$ cat src/rtl/lsu_lane_ctrl.sv
// Load/store lane controller: aligns MIPS load/store requests onto a DATA_W memory bus,
// runs a timed-out memory handshake and returns extended load data over valid/ready.
module lsu_lane_ctrl #(
  parameter int DATA_W  = 32,
  parameter int ADDR_W  = 32,
  parameter int TIMEOUT = 16
) (
  input  logic                clk,
  input  logic                rst_n,
  input  logic                req_valid,
  output logic                req_ready,
  input  logic                req_we,
  input  logic [1:0]          req_size,
  input  logic                req_unsigned,
  input  logic [ADDR_W-1:0]   req_addr,
  input  logic [DATA_W-1:0]   req_wdata,
  output logic                mem_req,
  output logic                mem_we,
  output logic [ADDR_W-1:0]   mem_addr,
  output logic [DATA_W/8-1:0] mem_be,
  output logic [DATA_W-1:0]   mem_wdata,
  input  logic                mem_ack,
  input  logic [DATA_W-1:0]   mem_rdata,
  output logic                rsp_valid,
  input  logic                rsp_ready,
  output logic [DATA_W-1:0]   rsp_rdata,
  output logic [1:0]          rsp_err
);
  localparam int NBYTES = DATA_W / 8;
  localparam int OFF_W  = $clog2(NBYTES);
  localparam int CNT_W  = (TIMEOUT > 1) ? $clog2(TIMEOUT + 1) : 1;

  typedef enum logic [1:0] {IDLE, MEM, RESP} state_t;
  state_t state_reg, state_next;

  logic                accept;
  logic [OFF_W-1:0]    req_off;
  logic [3:0]          req_nb;
  logic                size_bad;
  logic                misaligned;
  logic [NBYTES-1:0]   be_base;
  logic [NBYTES-1:0]   be_lane;
  logic [DATA_W-1:0]   wdata_mask;
  logic [DATA_W-1:0]   wdata_lane;
  logic [DATA_W-1:0]   rd_shift;
  logic [DATA_W-1:0]   rd_ext;
  logic                sign_bit;
  logic                timeout_hit;

  logic                mem_we_reg;
  logic [ADDR_W-1:0]   mem_addr_reg;
  logic [NBYTES-1:0]   mem_be_reg;
  logic [DATA_W-1:0]   mem_wdata_reg;
  logic [OFF_W-1:0]    off_reg;
  logic [1:0]          size_reg;
  logic [3:0]          nb_reg;
  logic                unsigned_reg;
  logic [CNT_W-1:0]    cnt_reg;
  logic [DATA_W-1:0]   rdata_reg;
  logic [1:0]          err_reg;

  assign accept     = req_valid && (state_reg == IDLE);
  assign req_off    = req_addr[OFF_W-1:0];
  assign req_nb     = 4'd1 << req_size;
  assign size_bad   = (req_size == 2'd3) && (DATA_W == 32);
  assign misaligned = |({{(4-OFF_W){1'b0}}, req_off} & (req_nb - 4'd1));
  assign nb_reg     = 4'd1 << size_reg;

  // Per-byte masks: low NB bytes selected for the store data and load result.
  for (genvar gi = 0; gi < NBYTES; gi++) begin : g_lane
    assign be_base[gi]          = (4'(gi) < req_nb);
    assign wdata_mask[8*gi +: 8] = (4'(gi) < req_nb) ? 8'hFF : 8'h00;
    assign rd_ext[8*gi +: 8]     = (4'(gi) < nb_reg) ? rd_shift[8*gi +: 8] : {8{sign_bit}};
  end

  assign be_lane    = be_base << req_off;
  assign wdata_lane = (req_wdata & wdata_mask) << {req_off, 3'b000};
  assign rd_shift   = mem_rdata >> {off_reg, 3'b000};

  always_comb begin
    sign_bit = 1'b0;
    if (!unsigned_reg) begin
      case (size_reg)
        2'd0:    sign_bit = rd_shift[7];
        2'd1:    sign_bit = rd_shift[15];
        2'd2:    sign_bit = rd_shift[31];
        default: sign_bit = rd_shift[DATA_W-1];
      endcase
    end
  end

  // cnt_reg holds the number of MEM cycles already completed.
  assign timeout_hit = (TIMEOUT != 0) && (cnt_reg == CNT_W'(TIMEOUT - 1));

  always_ff @(posedge clk) begin
    if (!rst_n) begin
      state_reg     <= IDLE;
      mem_we_reg    <= 1'b0;
      mem_addr_reg  <= '0;
      mem_be_reg    <= '0;
      mem_wdata_reg <= '0;
      off_reg       <= '0;
      size_reg      <= '0;
      unsigned_reg  <= 1'b0;
      cnt_reg       <= '0;
      rdata_reg     <= '0;
      err_reg       <= 2'b00;
    end else begin
      state_reg <= state_next;
      case (state_reg)
        IDLE: if (accept) begin
          cnt_reg      <= '0;
          rdata_reg    <= '0;
          off_reg      <= req_off;
          size_reg     <= req_size;
          unsigned_reg <= req_unsigned;
          if (size_bad)        err_reg <= 2'b11;
          else if (misaligned) err_reg <= 2'b01;
          else begin
            err_reg       <= 2'b00;
            mem_we_reg    <= req_we;
            mem_addr_reg  <= {req_addr[ADDR_W-1:OFF_W], {OFF_W{1'b0}}};
            mem_be_reg    <= be_lane;
            mem_wdata_reg <= wdata_lane;
          end
        end
        MEM: begin
          cnt_reg <= cnt_reg + CNT_W'(1);
          if (mem_ack) begin
            if (!mem_we_reg) rdata_reg <= rd_ext;
          end else if (timeout_hit) begin
            err_reg <= 2'b10;
          end
        end
        default: ;
      endcase
    end
  end

  always_comb begin
    state_next = state_reg;
    case (state_reg)
      IDLE:    if (accept) state_next = (size_bad || misaligned) ? RESP : MEM;
      MEM:     if (mem_ack || timeout_hit) state_next = RESP;
      RESP:    if (rsp_ready) state_next = IDLE;
      default: state_next = IDLE;
    endcase
  end

  always_comb begin
    req_ready = (state_reg == IDLE);
    mem_req   = (state_reg == MEM);
    rsp_valid = (state_reg == RESP);
    mem_we    = mem_we_reg;
    mem_addr  = mem_addr_reg;
    mem_be    = mem_be_reg;
    mem_wdata = mem_wdata_reg;
    rsp_rdata = rdata_reg;
    rsp_err   = err_reg;
  end
endmodule

$ cat config.mk
export PLATFORM = sky130hd
export DESIGN_NAME = lsu_lane_ctrl
export DESIGN_NICKNAME = d
export VERILOG_FILES = /design/src/rtl/lsu_lane_ctrl.sv
export SDC_FILE = /design/constraint.sdc
export NUM_CORES = 1
export LEC_CHECK = 0
export CELL_PAD_IN_SITES_DETAIL_PLACEMENT = 1
export CELL_PAD_IN_SITES_GLOBAL_PLACEMENT = 1
export CORE_AREA = 5 5 137 139
export DETAILED_ROUTE_END_ITERATION = 8
export DIE_AREA = 0 0 142 144
export PLACE_DENSITY_LB_ADDON = 0.1
export REMOVE_ABC_BUFFERS = 1
export SETUP_SLACK_MARGIN = 0.4
export SLEW_MARGIN = 20
export SYNTH_ARGS = -nofsm -noshare
export SYNTH_HDL_FRONTEND = slang
export SYNTH_SLANG_ARGS = --single-unit
$ cat constraint.sdc
create_clock -name clk -period 4.55 [get_ports clk]
set_input_delay 0.6825 -clock clk [delete_from_list [all_inputs] [get_ports clk]]
set_output_delay 0.6825 -clock clk [all_outputs]
set_load 0.02 [all_outputs]
Word-level counts from Yosys, hierarchy flattened
Cells that the tools add are included.

word-level totals
  register bits after elaboration = 113
  input bits = 105
  output and inout port bits = 106
  word-level logic and storage cells = 82

cells by class
  $add $sub $neg = 2
  order comparisons = 8
  equality and inequality tests = 12
  shifts and indexed selects = 5
  multiplexer cells = 27
  bitwise operators = 4
  reduce and logical (&&, ||, !) cells = 13

operator list
  cell                                                        number
  2-to-1 mux 32 bit                                           3
  2-to-1 mux 8 bit                                            8
  one-hot mux 32 bit (2 select lines)                         1
  AND 32 bit                                                  1
  left shift 32 x 5 -> 32 bit                                 1
  >> shifter 32 x 5 -> 32 bit                                 1
  less-than comparator 1 x 4 -> 1 bit (first input constant)  4
  less-than comparator 2 x 4 -> 1 bit (first input constant)  4
  2-to-1 mux 2 bit                                            8
  AND reduction 4 bit                                         3
  inequality test 2 x 1 -> 1 bit (second input constant)      5
  one-hot mux 5 bit (2 select lines)                          1
  left shift 1 x 2 -> 4 bit (first input constant)            2
  one-hot mux 2 bit (3 select lines)                          1
  adder 5 x 1 -> 5 bit (second input constant)                1
  equality test 5 x 4 -> 1 bit (second input constant)        1
  2-to-1 mux 5 bit                                            1
  AND 2 x 4 -> 4 bit                                          1
  equality test 2 x 1 -> 1 bit (second input constant)        2
  equality test 2 bit (second input constant)                 2
  zero test 2 bit                                             2
  inequality test 2 bit (second input constant)               2
  one-hot mux 2 bit (2 select lines)                          1
  AND reduction 2 bit                                         2
  10 further kinds                                            13

Longest topological paths before layout
  depth in word-level cells = 8
  gate-level depth with buffers = 11

Least setup slack after synthesis
No wires, ideal clock.

  path type = input to register
  start = in req_size[1]
  end = reg mem_wdata_reg[10] (netlist: mem_wdata[10])
  data arrival time = 2,588 ps
  required time = 4,491 ps
  setup slack = 1,903 ps
  stages = 9
  buffers on the path = 3
  cell sequence = buf_2 clkbuf_1 nand2b_1 ha_1 nor2b_1 nor3_4 nor2_2 clkbuf_1 a22o_1

on the way
  cells in the longest elaborated chain, start to end = 6
  elaborated cells between the ends (all ways) = 18
  those cells by class = add/sub (1); order compare (4); eq/ne (1); shift (2); mux (4); bitwise (4); reduce/logical (2)

RTL lines
  what                                                                         RTL line  RTL
  start, declared                                                              13        input logic [1:0] req_size,
  branches (longest 6 deep; another with less-than comparator 1 x 4 -> 1 bit)  -
  end signal, assigned                                                         124       mem_wdata_reg <= wdata_lane;
  end, declared                                                                53        logic [DATA_W-1:0] mem_wdata_reg;

Parallel ways; which one is timed is not known.
A chain may end at the register's enable or synchronous reset.

Final worst setup path
  start = in req_valid
  end = reg mem_wdata_reg[21] (netlist: mem_wdata[21])

on the way
  cells in the longest elaborated chain, start to end = 2

RTL lines
  what                           RTL line  RTL
  start, declared                10        input logic req_valid,
  logical AND 1 bit              62        assign accept = req_valid && (state_reg == IDLE);
  AND reduction 4 bit (no line)  -

Every way passes these cells.

==> impl_metrics.py <==
metrics = {
    "outcome": {
        "status": "completed",
    },
    "sta": {
        "hold_viol_final": 0,
        "fin_setup_tns_ns": 0,
        "max_freq_mhz": 350.4,
        "rsz0062_at_grt": "false",
        "slew-limit-headroom": 0.3478,
        "setup_viol": 0,
        "period_share": 0.6273,
        "fin_skew_ns": 0.008555,
        "worst_slew_pin_slew_ns": 0.9709,
        "period_minus_slack_ns": 2.854,
        "slew_viol_final": 0,
    },
    "worst_setup_path": {
        "critPathLaunchType": "input pin",
        "cpMostUsedCell": "buf_4",
        "cp_max_fo": 33,
        "max_stage_delay_ns": 0.57,
        "path_class": "input pin to flop",
        "slowest_stage": "or3b_1",
        "rr_worst_depth": 6,
        "required_ns": 4.85,
        "r2r_slack_ns": 2.02,
        "worst_ep_arrival_time_ns": 3.16,
        "cp.buffers_inverters": 3,
        "end_kind": "flop",
        "crit_chain": "clkdlybuf4s50_1 -> or3b_1 -> nor3_4 -> buf_4 -> nor2_2 -> buf_4 -> a221o_1",
        "path_delay_family": "buffers and inverters",
        "r2r_start": "state_reg[0]$_SDFFE_PN0P_",
        "reg2reg_to": "mem_wdata[21]$_SDFFE_PN0P_",
    },
    "floorplan": {
        "dieArea_um2": 20450,
        "io_pins": 211,
        "core_area_um2": 17530,
        "rows": 49,
        "dieHeight_um": 144,
        "die_w_um": 142,
        "start_util": 0.2921,
    },
    "place": {
        "gp_congestion": 0.7758,
        "dp_hpwl_mm": 14.14,
        "dp_cells": 991,
        "place_area_um2": 7352,
        "io_buffers": 208,
    },
    "worst_hold_path": {
        "hold_start": "mem_be[0]$_SDFFE_PN0P_",
        "min_to": "mem_be[0]$_SDFFE_PN0P_",
        "hp-class": "flop to flop",
        "whs_path_depth": 1,
    },
    "logic_synthesis": {
        "synthCells": 593,
        "avgSynthCellArea_um2": 8.638,
        "async_flop_share": 0,
        "synth.largest_area_cell": "dfxtp_1",
        "synth_cell_type_count": 52,
        "syn_area_um2": 5122,
        "synth_area_leaders": "dfxtp_1, nand2_1, mux2i_1",
        "synth_top_area_frac": 0.4416,
        "ys_ff_latch": 113,
        "synth_edf_count": 0,
        "synth.yosys.warnings": 0,
        "yosysSeqAreaShare": 0.4416,
        "ys.flop_type": "dfxtp_1",
    },
    "final_layout": {
        "final_util": 0.4525,
        "nNetsFinal": 890,
        "fin_area_um2": 7935,
        "area.growth.synth_to_final_pct": 54.91,
        "layout-drive-gt1-share": 0.07305,
        "instances_no_fill": 1025,
    },
    "clock_network": {
        "cts_tree": "yes",
        "cts_sinks": 113,
        "postCtsHoldBufs": 0,
        "cts_buffers": 17,
        "cts_resized": 0,
        "root_buffer": "clkbuf_16",
        "postCtsSetupRepairBufs": 0,
        "clk_pin_slew_worst_paths_ns": 0.05,
        "insertion_delay_ns": 0.42,
        "h-tree-depth": 4,
        "clockBufferDepth": 2,
    },
    "route": {
        "totalWireLength_mm": 19.57,
        "dr.first_iter.drc_count": 208,
        "via_per_inst": 5.166,
        "drtAntennaViolNets": 0,
        "drc": 0,
        "dr.pass1.iters": 4,
        "drt-wirelength-per-cell_um": 19.09,
        "dr_total_vias": 5295,
    },
    "global_routing": {
        "grt_max_degree": 47,
        "antenna_found_initial": 1,
        "grt_pass1_vias": 5680,
        "grt_usage": 0.1894,
        "grt_pass1_wl_mm": 30.44,
        "overflow": 0,
    },
    "power": {
        "p_per_area_nw_per_um2": 355.9,
        "leakage_uw": 0.002865,
        "max-vdd-ir-drop_mv": 0.2794,
    },
    "flow_run": {
        "drv_cap": 0,
    },
}
## cells in the mapped netlist (8+ instances only)
library cell / number
o21ai_0: 49
a21oi_1: 61
nor3_1: 11
a32o_1: 8
a22oi_1: 12
nor2_1: 29
nand2_1: 91
buf_2: 16
dfxtp_1: 113
a221o_1: 8
nand3_1: 10
nor2b_1: 12
mux2i_1: 34
o22ai_1: 8
and2_1: 8
clkbuf_1: 25
a22o_1: 24
## through the flow
| step | hold WS (ns) | setup slack, ns | power (uW) |
|---|---|---|---|
| 6_report | 0.4514 | 1.696 | 2824 |
| 5_1_grt | 0.4732 | 1.553 | 2947 |
| 3_3_place_gp | 0.4402 | 1.331 | 1531 |
| 3_5_place_dp | 0.4442 | 1.265 | 1540 |
| 4_1_cts | 0.4572 | 1.707 | 2859 |
| 2_1_floorplan | 0.4542 | 1.713 | 1280 |
## placed cells by master (no fill, tap or decap), types with 3 or more instances in the layout
cell type        Yosys  layout
nor3_1              11      11
a211o_1              7       7
ha_1                 4       4
o22ai_1              8       8
o21ai_0             49      49
a32oi_1              7       7
clkinv_2             0       6
a22oi_1             12      12
a32o_1               8       8
nand2b_1             4       4
mux2i_1             34      34
clkdlybuf4s50_1      0     208
a221o_1              8       8
clkbuf_16            0      17
nor2_1              29      28
nand2_1             91      91
nand3_1             10      10
inv_1                7       6
o21ai_1              3       3
and2_1               8       8
a21oi_1             61      61
dfxtp_1            113     113
buf_4                3      12
a22o_1              24      24
nor2b_1             12      12
clkinvlp_4           0       3
## logic make-up after synthesis
kind of cell / after synthesis / synth area share
compound gates: 197 / 0.2526
simple gates: 182 / 0.1700
flops: 113 / 0.4416
buf+inv: 59 / 0.05227
mux: 36 / 0.07084
fa+ha+maj: 5 / 0.01197
other cells: 1 / 0.0007321
## cell type report
cell class	count	area, um2
inverters	7	26.28
fillers	2030	9599
repair buffers	220	2172
flip-flops and latches	113	2262
clock inverters	11	112.6
multi-input cells	422	2610
clock buffers	21	460.4
well taps	229	286.5
diodes	2	5.005
## how the worst max path moves through the flow
stage | cells past startpoint | endpoint | startpoint
finish | 7 | mem_wdata[21]$_SDFFE_PN0P_ | req_valid
global route | 11 | mem_wdata[21]$_SDFFE_PN0P_ | req_size[0]
CTS | 7 | mem_wdata[21]$_SDFFE_PN0P_ | req_valid
detailed placement | 11 | mem_wdata[20]$_SDFFE_PN0P_ | req_size[0]
global placement | 7 | mem_wdata[16]$_SDFFE_PN0P_ | req_valid
floorplan | 4 | mem_wdata[16]$_SDFFE_PN0P_ | req_valid
## metal layers
metal	vias to the layer above	GRT usage	wire length, um
met4	0	0.07677	529
met3	35	0.07507	1410
met2	158	0.3143	9522
li1	2517	-	-
met5	-	0	0
met1	2585	0.2190	8106
## where the power goes
| group | internal, uW | switching [uW] |
|---|---|---|
| clock | 827 | 480 |
| combinational | 217 | 240 |
| sequential | 1030 | 32.3 |
| total | 2070 | 752 |
(Power assumes the default switching activity.)
